--- src/rtl/uart_tx_frame_pkg.sv ---
// Shared types and default sizing for the parametrised UART frame transmitter.
package uart_tx_frame_pkg;

  typedef enum logic [2:0] {
    IDLE,
    START,
    DATA,
    PARITY,
    STOP
  } tx_state_e;

  localparam int unsigned DEF_DWIDTH       = 6;
  localparam int unsigned DEF_CLKS_PER_BIT = 5;
  localparam int unsigned DEF_STOP_BITS    = 1;

endpackage

--- src/rtl/uart_baud_cnt.sv ---
// Bit-period counter: counts while en is high, clears when low, ticks on the last cycle of a bit.
module uart_baud_cnt #(
  parameter int unsigned CLKS_PER_BIT = 5
) (
  input  logic clk,
  input  logic rst_n,
  input  logic en,
  output logic bit_tick
);

  localparam int unsigned CNT_W = $clog2(CLKS_PER_BIT);

  logic [CNT_W-1:0] cnt_q, cnt_d;

  always_comb begin
    cnt_d    = '0;
    bit_tick = 1'b0;
    if (en) begin
      if (cnt_q == CNT_W'(CLKS_PER_BIT - 1)) begin
        bit_tick = 1'b1;
      end else begin
        cnt_d = cnt_q + CNT_W'(1);
      end
    end
  end

  always_ff @(posedge clk or negedge rst_n) begin
    if (!rst_n) begin
      cnt_q <= '0;
    end else begin
      cnt_q <= cnt_d;
    end
  end

endmodule

--- src/rtl/uart_tx_frame.sv ---
// Parametrised UART transmitter: start, DWIDTH data bits LSB-first, optional parity, STOP_BITS stops.
// Parity support is built only when UART_TX_PARITY_EN is defined.
module uart_tx_frame
  import uart_tx_frame_pkg::*;
#(
  parameter int unsigned DWIDTH       = DEF_DWIDTH,
  parameter int unsigned CLKS_PER_BIT = DEF_CLKS_PER_BIT,
  parameter int unsigned STOP_BITS    = DEF_STOP_BITS
) (
  input  logic              clk,
  input  logic              rst_n,
  input  logic              tx_valid_i,
  input  logic [DWIDTH-1:0] tx_data_i,
  output logic              tx_ready_o,
  input  logic              par_en_i,
  input  logic              par_odd_i,
  output logic              tx_o,
  output logic              busy_o,
  output logic              done_o
);

  localparam int unsigned IDX_W = $clog2(DWIDTH + 1);

  tx_state_e         state_q, state_d;
  logic [DWIDTH-1:0] shift_q, shift_d;
  logic [IDX_W-1:0]  idx_q, idx_d;
  logic              stop_q, stop_d;
  logic              tx_q, tx_d;
  logic              ready_q, ready_d;
  logic              busy_q, busy_d;
  logic              done_q, done_d;
  logic              bit_tick_c;
  logic              accept_c;
  logic              par_take_c;
  logic              par_bit_c;

  assign accept_c = tx_valid_i && ready_q;

  uart_baud_cnt #(
    .CLKS_PER_BIT(CLKS_PER_BIT)
  ) u_baud (
    .clk     (clk),
    .rst_n   (rst_n),
    .en      (state_q != IDLE),
    .bit_tick(bit_tick_c)
  );

`ifdef UART_TX_PARITY_EN
  logic par_en_q, par_en_d;
  logic par_bit_q, par_bit_d;

  // Parity settings are frozen at acceptance along with the data word.
  always_comb begin
    par_en_d  = par_en_q;
    par_bit_d = par_bit_q;
    if (accept_c) begin
      par_en_d  = par_en_i;
      par_bit_d = (^tx_data_i) ^ par_odd_i;
    end
  end

  always_ff @(posedge clk or negedge rst_n) begin
    if (!rst_n) begin
      par_en_q  <= 1'b0;
      par_bit_q <= 1'b0;
    end else begin
      par_en_q  <= par_en_d;
      par_bit_q <= par_bit_d;
    end
  end

  assign par_take_c = par_en_q;
  assign par_bit_c  = par_bit_q;
`else
  logic unused_par_c;
  assign unused_par_c = par_en_i ^ par_odd_i;
  assign par_take_c   = 1'b0;
  assign par_bit_c    = 1'b0;
`endif

  always_comb begin
    state_d = state_q;
    shift_d = shift_q;
    idx_d   = idx_q;
    stop_d  = stop_q;
    tx_d    = tx_q;
    done_d  = 1'b0;

    case (state_q)
      IDLE: begin
        if (accept_c) begin
          state_d = START;
          shift_d = tx_data_i;
          idx_d   = '0;
          stop_d  = 1'b0;
          tx_d    = 1'b0;
        end
      end
      START: begin
        if (bit_tick_c) begin
          state_d = DATA;
          tx_d    = shift_q[0];
          shift_d = shift_q >> 1;
          idx_d   = IDX_W'(1);
        end
      end
      // idx_q counts data bits already placed on the line.
      DATA: begin
        if (bit_tick_c) begin
          if (idx_q == IDX_W'(DWIDTH)) begin
            if (par_take_c) begin
              state_d = PARITY;
              tx_d    = par_bit_c;
            end else begin
              state_d = STOP;
              tx_d    = 1'b1;
              stop_d  = 1'b0;
            end
          end else begin
            tx_d    = shift_q[0];
            shift_d = shift_q >> 1;
            idx_d   = idx_q + IDX_W'(1);
          end
        end
      end
      PARITY: begin
        if (bit_tick_c) begin
          state_d = STOP;
          tx_d    = 1'b1;
          stop_d  = 1'b0;
        end
      end
      STOP: begin
        if (bit_tick_c) begin
          if (stop_q == 1'(STOP_BITS - 1)) begin
            state_d = IDLE;
            done_d  = 1'b1;
          end else begin
            stop_d = 1'b1;
          end
          tx_d = 1'b1;
        end
      end
      default: begin
        state_d = IDLE;
        tx_d    = 1'b1;
      end
    endcase

    busy_d  = (state_d != IDLE);
    ready_d = (state_d == IDLE);
  end

  always_ff @(posedge clk or negedge rst_n) begin
    if (!rst_n) begin
      state_q <= IDLE;
      shift_q <= '0;
      idx_q   <= '0;
      stop_q  <= 1'b0;
      tx_q    <= 1'b1;
      ready_q <= 1'b1;
      busy_q  <= 1'b0;
      done_q  <= 1'b0;
    end else begin
      state_q <= state_d;
      shift_q <= shift_d;
      idx_q   <= idx_d;
      stop_q  <= stop_d;
      tx_q    <= tx_d;
      ready_q <= ready_d;
      busy_q  <= busy_d;
      done_q  <= done_d;
    end
  end

  assign tx_o       = tx_q;
  assign tx_ready_o = ready_q;
  assign busy_o     = busy_q;
  assign done_o     = done_q;

endmodule

--- config.mk ---
export PLATFORM = sky130hd
export DESIGN_NAME = uart_tx_frame
export DESIGN_NICKNAME = d
export VERILOG_FILES = /design/src/rtl/uart_tx_frame_pkg.sv /design/src/rtl/uart_baud_cnt.sv /design/src/rtl/uart_tx_frame.sv
export SDC_FILE = /design/constraint.sdc
export NUM_CORES = 1
export LEC_CHECK = 0
export CAP_MARGIN = 5
export CELL_PAD_IN_SITES_DETAIL_PLACEMENT = 0
export CELL_PAD_IN_SITES_GLOBAL_PLACEMENT = 1
export CORE_ASPECT_RATIO = 0.9
export CORE_MARGIN = 5
export CORE_UTILIZATION = 44
export DETAILED_ROUTE_END_ITERATION = 16
export PLACE_DENSITY = 0.94
export SLEW_MARGIN = 20
export SYNTH_ARGS = -nofsm -noshare
export SYNTH_HDL_FRONTEND = slang
export SYNTH_SLANG_ARGS = --single-unit
--- constraint.sdc ---
create_clock -name clk -period 2.8 [get_ports clk]
set_clock_uncertainty 0.1 [all_clocks]
set_input_delay 0.28 -clock clk [delete_from_list [all_inputs] [get_ports clk]]
set_output_delay 0.28 -clock clk [all_outputs]
set_load 0.05 [all_outputs]
# ---- Word-level counts from Yosys, hierarchy flattened
# Index checks and enable logic that the tools add are counted.
dict set report word_totals {
  reg_bits 20
  word_cells 73
}
dict set report op_classes {
  addsub 2
  eq_ne 14
  mux 37
  reduce_logical 11
}
# operator n
set op_table {}
lappend op_table {{$mux W3} 13}
lappend op_table {{$mux W6} 4}
lappend op_table {{$pmux W6 S3} 1}
lappend op_table {{$mux W1} 15}
lappend op_table {{$pmux W3 S5} 1}
lappend op_table {{$ne A2 B2 Y1 const B} 7}
lappend op_table {{$eq A3 B3 Y1 const B} 3}
lappend op_table {{$pmux W3 S3} 1}
lappend op_table {{$reduce_bool A3 Y1} 3}
lappend op_table {{$pmux W1 S4} 2}
lappend op_table {{$add A3 B1 Y3 const B} 2}
lappend op_table {{$eq A3 B2 Y1 const B} 2}
lappend op_table {{$logic_not A3 Y1} 2}
lappend op_table {{$reduce_and A6 Y1} 1}
lappend op_table {{$reduce_and A5 Y1} 1}
lappend op_table {{$reduce_and A4 Y1} 1}
lappend op_table {{$reduce_bool A4 Y1} 1}
lappend op_table {{$eq A3 B1 Y1 const B} 1}
lappend op_table {{$ne A2 B1 Y1 const B} 1}
lappend op_table {{$reduce_or A2 Y1} 1}
lappend op_table {{$logic_and A1 B1 Y1} 1}

# ---- Depth between registers and ports, before layout
dict set report depth {
  word_depth 6
  ltp_mapped 6
}

# ---- Cells and area by module
# Synthesis repeated with hierarchy kept, for this count alone.
dict set report unflattened {
  cells_unflattened 91
  hier_area_um2 1023.5
}
# mod instances cells_each area_per_inst_um2 seq_area_each_um2
set by_module_without_submodules {}
lappend by_module_without_submodules {uart_tx_frame 1 77 872.1 402.9}
lappend by_module_without_submodules {uart_baud_cnt 1 14 151.4 75.1}

# ---- Worst setup path before layout
# Ideal clock, no wire load.
dict set report synth_path {
  path_type {reg-to-reg}
  start {register u_baud.cnt_q[0]}
  end {register idx_q[0]}
  setup_ns 0.125
  t_arrival_ns 1.585
  required_time_ns 2.575
  setup_slack_ns 0.990
  path_stages_with_launch 7
  n_path_buf 0
  synth_period_minus_slack_ns 1.810
  cell_sequence {dfrtp_1 inv_1 ha_1 and4b_1 a311oi_4 nor2_4 mux2_2}
}
dict set report synth_between {
  elab_chain_cells 5
  word_cells_on_any_way 6
}
# item line_no
set synth_rtl {}
lappend synth_rtl {{from (decl)} uart_baud_cnt.sv:13} ;# logic [CNT_W-1:0] cnt_q, cnt_d;
lappend synth_rtl {{from (signal assigned)} uart_baud_cnt.sv:31} ;# cnt_q <= cnt_d;
lappend synth_rtl {{$eq A3 B3 Y1 (*)} uart_baud_cnt.sv:19} ;# if (cnt_q == CNT_W'(CLKS_PER_BIT - 1)) begin
lappend synth_rtl {{$mux W1 (*)} uart_baud_cnt.sv:19}
lappend synth_rtl {{$mux W1 (*)} uart_baud_cnt.sv:18} ;# if (en) begin
lappend synth_rtl {{$ne A2 B2 Y1 (no source line)} n/a}
lappend synth_rtl {{$reduce_and A5 Y1 (no source line) (*)} n/a}
lappend synth_rtl {{to (signal assigned)} uart_tx_frame.sv:167} ;# idx_q <= idx_d;
lappend synth_rtl {{to (decl)} uart_tx_frame.sv:26} ;# logic [IDX_W-1:0] idx_q, idx_d;
# Mark *: on every way between the ends. The rest lies on a longest branch, timed or not.
# A chain may end at the register's enable or synchronous reset.

# ---- Worst setup path in the final report
dict set report layout_path {
  start {register ready_q, in the netlist tx_ready_o}
  end {output tx_ready_o}
}
# item line_no
set layout_lines {}
lappend layout_lines {{from (decl)} uart_tx_frame.sv:29} ;# logic ready_q, ready_d;
lappend layout_lines {{from (signal assigned)} uart_tx_frame.sv:170} ;# ready_q <= ready_d;
lappend layout_lines {{to (decl)} uart_tx_frame.sv:14} ;# output logic tx_ready_o,
# No word-level cell between the ends.

==> impl_metrics.py <==
metrics = {
    "critical_path": {
        "worstSetupPathType": "register to primary output",
        "cpMaxStageDelayCell": "clkdlybuf4s50_1",
        "end_kind": "primary output",
        "cp_max_fo": 3,
        "cpLargestDelayFamily": "buffers and inverters",
        "worstPathRequired_ps": 2420,
        "critPathArrivalTime_ps": 1640,
        "cp_cell_sequence": "clkdlybuf4s50_1",
        "slowest_delay_ps": 790,
        "start_kind": "register",
        "crit_buf_inv": 1,
    },
    "yosys": {
        "synth_area_mm2": 0.00101,
        "yosysTopAreaCell": "dfrtp_1",
        "yosysMostFrequentCell": "dfrtp_1",
        "synth_top_family_by_area": "compound AO/OA/AOI/OAI gates",
        "syn_avg_cell_area_um2": 11.1,
        "synth_edf_count": 0,
        "synth-simple-area-share_pct": 14.8,
        "synth_compound_area_share_pct": 15.3,
        "ys_seq_area_share_pct": 47.5,
        "ys_ff_latch": 19,
        "syn_nets": 106,
        "ys_types": 32,
        "async_reset_ff_share_pct": 100,
        "synthAdderAreaFrac_pct": 4.97,
        "syn_inst": 91,
        "synth_xor_area_share_pct": 0,
        "synth_top_cell_area_share_pct": 42.2,
        "synth_top_cells_by_count": "dfrtp_1 (17), mux2_2 (11), a21oi_1 (6), inv_1 (6)",
        "yosysWarnings": 0,
        "synth_area_leaders": "dfrtp_1 (42%), mux2_2 (12%), dfstp_2 (5.2%), ha_1 (5.0%), a21oi_1 (3.0%)",
        "synthMuxAreaShare_pct": 13.3,
        "ys.flop_type": "dfrtp_1",
    },
    "clock_tree": {
        "root_buffer": "clkbuf_4",
        "clkTransAtPathRegs_ps": 110,
        "numCtsBuffers": 3,
        "cts_buffer_depth": 2,
        "cts_resized": 0,
        "clk_latency_ps": 300,
        "cts_setup_buffers": 0,
        "cts_tree": "yes",
        "cts.sinks": 19,
        "h-tree-depth": 1,
        "cts_hold_buf": 0,
    },
    "timing": {
        "slew_violations": 0,
        "min_period_ps": 2020,
        "tightest_slew_ps": 851,
        "rsz0062_at_grt": "no",
        "setup_viol": 0,
        "clock.fmax_ghz": 0.494,
        "fin_setup_tns_ps": 0,
        "slew_headroom_pct": 43.1,
        "finalHoldViolations": 0,
        "finalCritPeriodShare_pct": 72.3,
    },
    "finish": {
        "area_growth_syn_to_layout_pct": 15.9,
        "diodes": 0,
        "finalNetCount": 119,
        "final_cells": 130,
        "layout-drive-gt1-share_pct": 19.4,
        "fill_cells": 202,
    },
    "global_route": {
        "antenna_found_initial": 0,
        "grt_start_max_net_pins": 20,
        "grt_use_total_pct": 11.4,
        "first_global_vias": 694,
        "gr-total-overflow": 0,
        "grt_pass1_wl_um": 2950,
    },
    "power_and_ir_drop": {
        "p_leak_nw": 0.509,
        "vdd_ir_drop_max_mv": 0.464,
        "powerDensity_mw_per_mm2": 1010,
    },
    "detailed_routing": {
        "num_vias": 716,
        "wire_per_inst_um": 13.5,
        "m1WireLength_um": 780,
        "via_per_inst": 5.51,
        "first_iter_violations": 12,
        "met2_length_um": 849,
        "wl_met3_um": 97,
        "drc": 0,
        "drt_first_pass_iters": 4,
        "topRoutingLayerUsed": "met4",
        "postRouteAntennaNets": 0,
        "routed_wl_um": 1750,
    },
    "floorplanning": {
        "std_cell_rows": 16,
        "dieHeight_um": 55.4,
        "initial_core_util_pct": 46.2,
        "dieArea_mm2": 0.00335,
        "pin_count": 15,
        "core_mm2": 0.00218,
        "die_x_um": 60.4,
    },
    "run_status": {
        "outcome": "finished, final reports clean",
    },
    "min_path": {
        "holdCritPathClass": "primary input to asynchronous set/reset pin",
    },
    "placement": {
        "dp.cells": 126,
        "io_buffers": 12,
        "dpl.hpwl_um": 1290,
        "place.gp.congestion": 0.723,
    },
    "run": {
        "max_cap_violations": 0,
    },
}
## cell type report
class	count	area [um^2]	area share, %
clock buffers	4	26.3	2.25
multi-input cells	62	487	41.7
flip-flops and latches	19	478	40.9
repair buffers	12	120	10.3
inverters	6	22.5	1.93
well taps	27	33.8	2.89
## cell usage in the layout (no fill, tap or decap)
cell type	instances
ha_1	4
nand4b_1	1
nand3_1	2
nor2_4	1
o21ai_0	5
nand3b_1	1
nand2b_1	3
nand2_1	3
mux2_2	11
o21a_1	1
a2bb2oi_1	1
o21bai_1	1
a21o_1	2
dfrtp_1	17
clkdlybuf4s50_1	12
mux2i_1	1
a21oi_1	6
and4b_1	1
nor2_1	5
and4bb_2	1
clkbuf_1	1
inv_1	6
and2_1	1
o41ai_1	2
a21oi_2	1
dfstp_2	2
a211oi_1	1
a311oi_4	1
clkbuf_4	3
and3_1	1
nor3_1	3
nor2b_1	2
## final timing paths
check                                          start                   endpoint  slack (ps)  cells after the start
max                             tx_ready_o$_DFF_PN1_                 tx_ready_o         780                      1
min                                            rst_n       state_q[2]$_DFF_PN0_         360                      1
max reg2reg                u_baud.cnt_q[0]$_DFF_PN0_       idx_q[0]$_DFFE_PN0P_         790                      6
min reg2reg                u_baud.cnt_q[0]$_DFF_PN0_  u_baud.cnt_q[0]$_DFF_PN0_         380                      1
max in group asynchronous                      rst_n     shift_q[1]$_DFFE_PN0P_        1720                      1
min in group clk           u_baud.cnt_q[0]$_DFF_PN0_  u_baud.cnt_q[0]$_DFF_PN0_         380                      1
## worst reg2reg max path, stage by stage, from the launching register on
cell and delay (ps):
dfrtp_1 390, inv_1 60, ha_1 240, and4b_1 240, a311oi_4 470, nor2_4 110, mux2_2 300
## metrics by stage
step	hold slack (ps)	setup WS (ps)	utilization [%]	cell area (um^2)	total power, mW
6_report	357	776	53.5	1170	1.18
5_1_grt	397	696	53.5	1170	1.28
4_1_cts	382	755	53.5	1170	1.20
3_5_place_dp	371	792	52.3	1140	1.05
3_3_place_gp	357	823	52.3	1140	1.02
2_1_floorplan	-116	990	-	1010	0.927
## layer usage
layer	GRT usage, %	up-vias
met1	13.2	344
met5	0	-
met4	3.41	0
li1	-	349
met2	19.3	19
met3	4.20	4
## power breakdown
part | internal [mW] | leakage (nW) | switching (mW) | total (mW)
Clock | 0.0555 | 0.0150 | 0.0841 | 0.140
Combinational | 0.269 | 0.258 | 0.269 | 0.538
Sequential | 0.389 | 0.235 | 0.114 | 0.503
## logic make-up after synthesis
kind of cell / after synthesis
AO/OA/AOI/OAI: 21
AND/OR/NAND/NOR: 25
adder cells (fa/ha/maj): 4
buffers and inverters: 10
flip-flops: 19
multiplexers: 12
## state kept, by name (all words and copies together) (netlist names)
| signal | flops |
|---|---|
| shift_q | 6 |
| idx_q | 3 |
| state_q | 3 |
| u_baud.cnt_q | 3 |
| busy_o | 1 |
| done_o | 1 |
| tx_o | 1 |
| tx_ready_o | 1 |
Power figures use the tool's default switching activity.
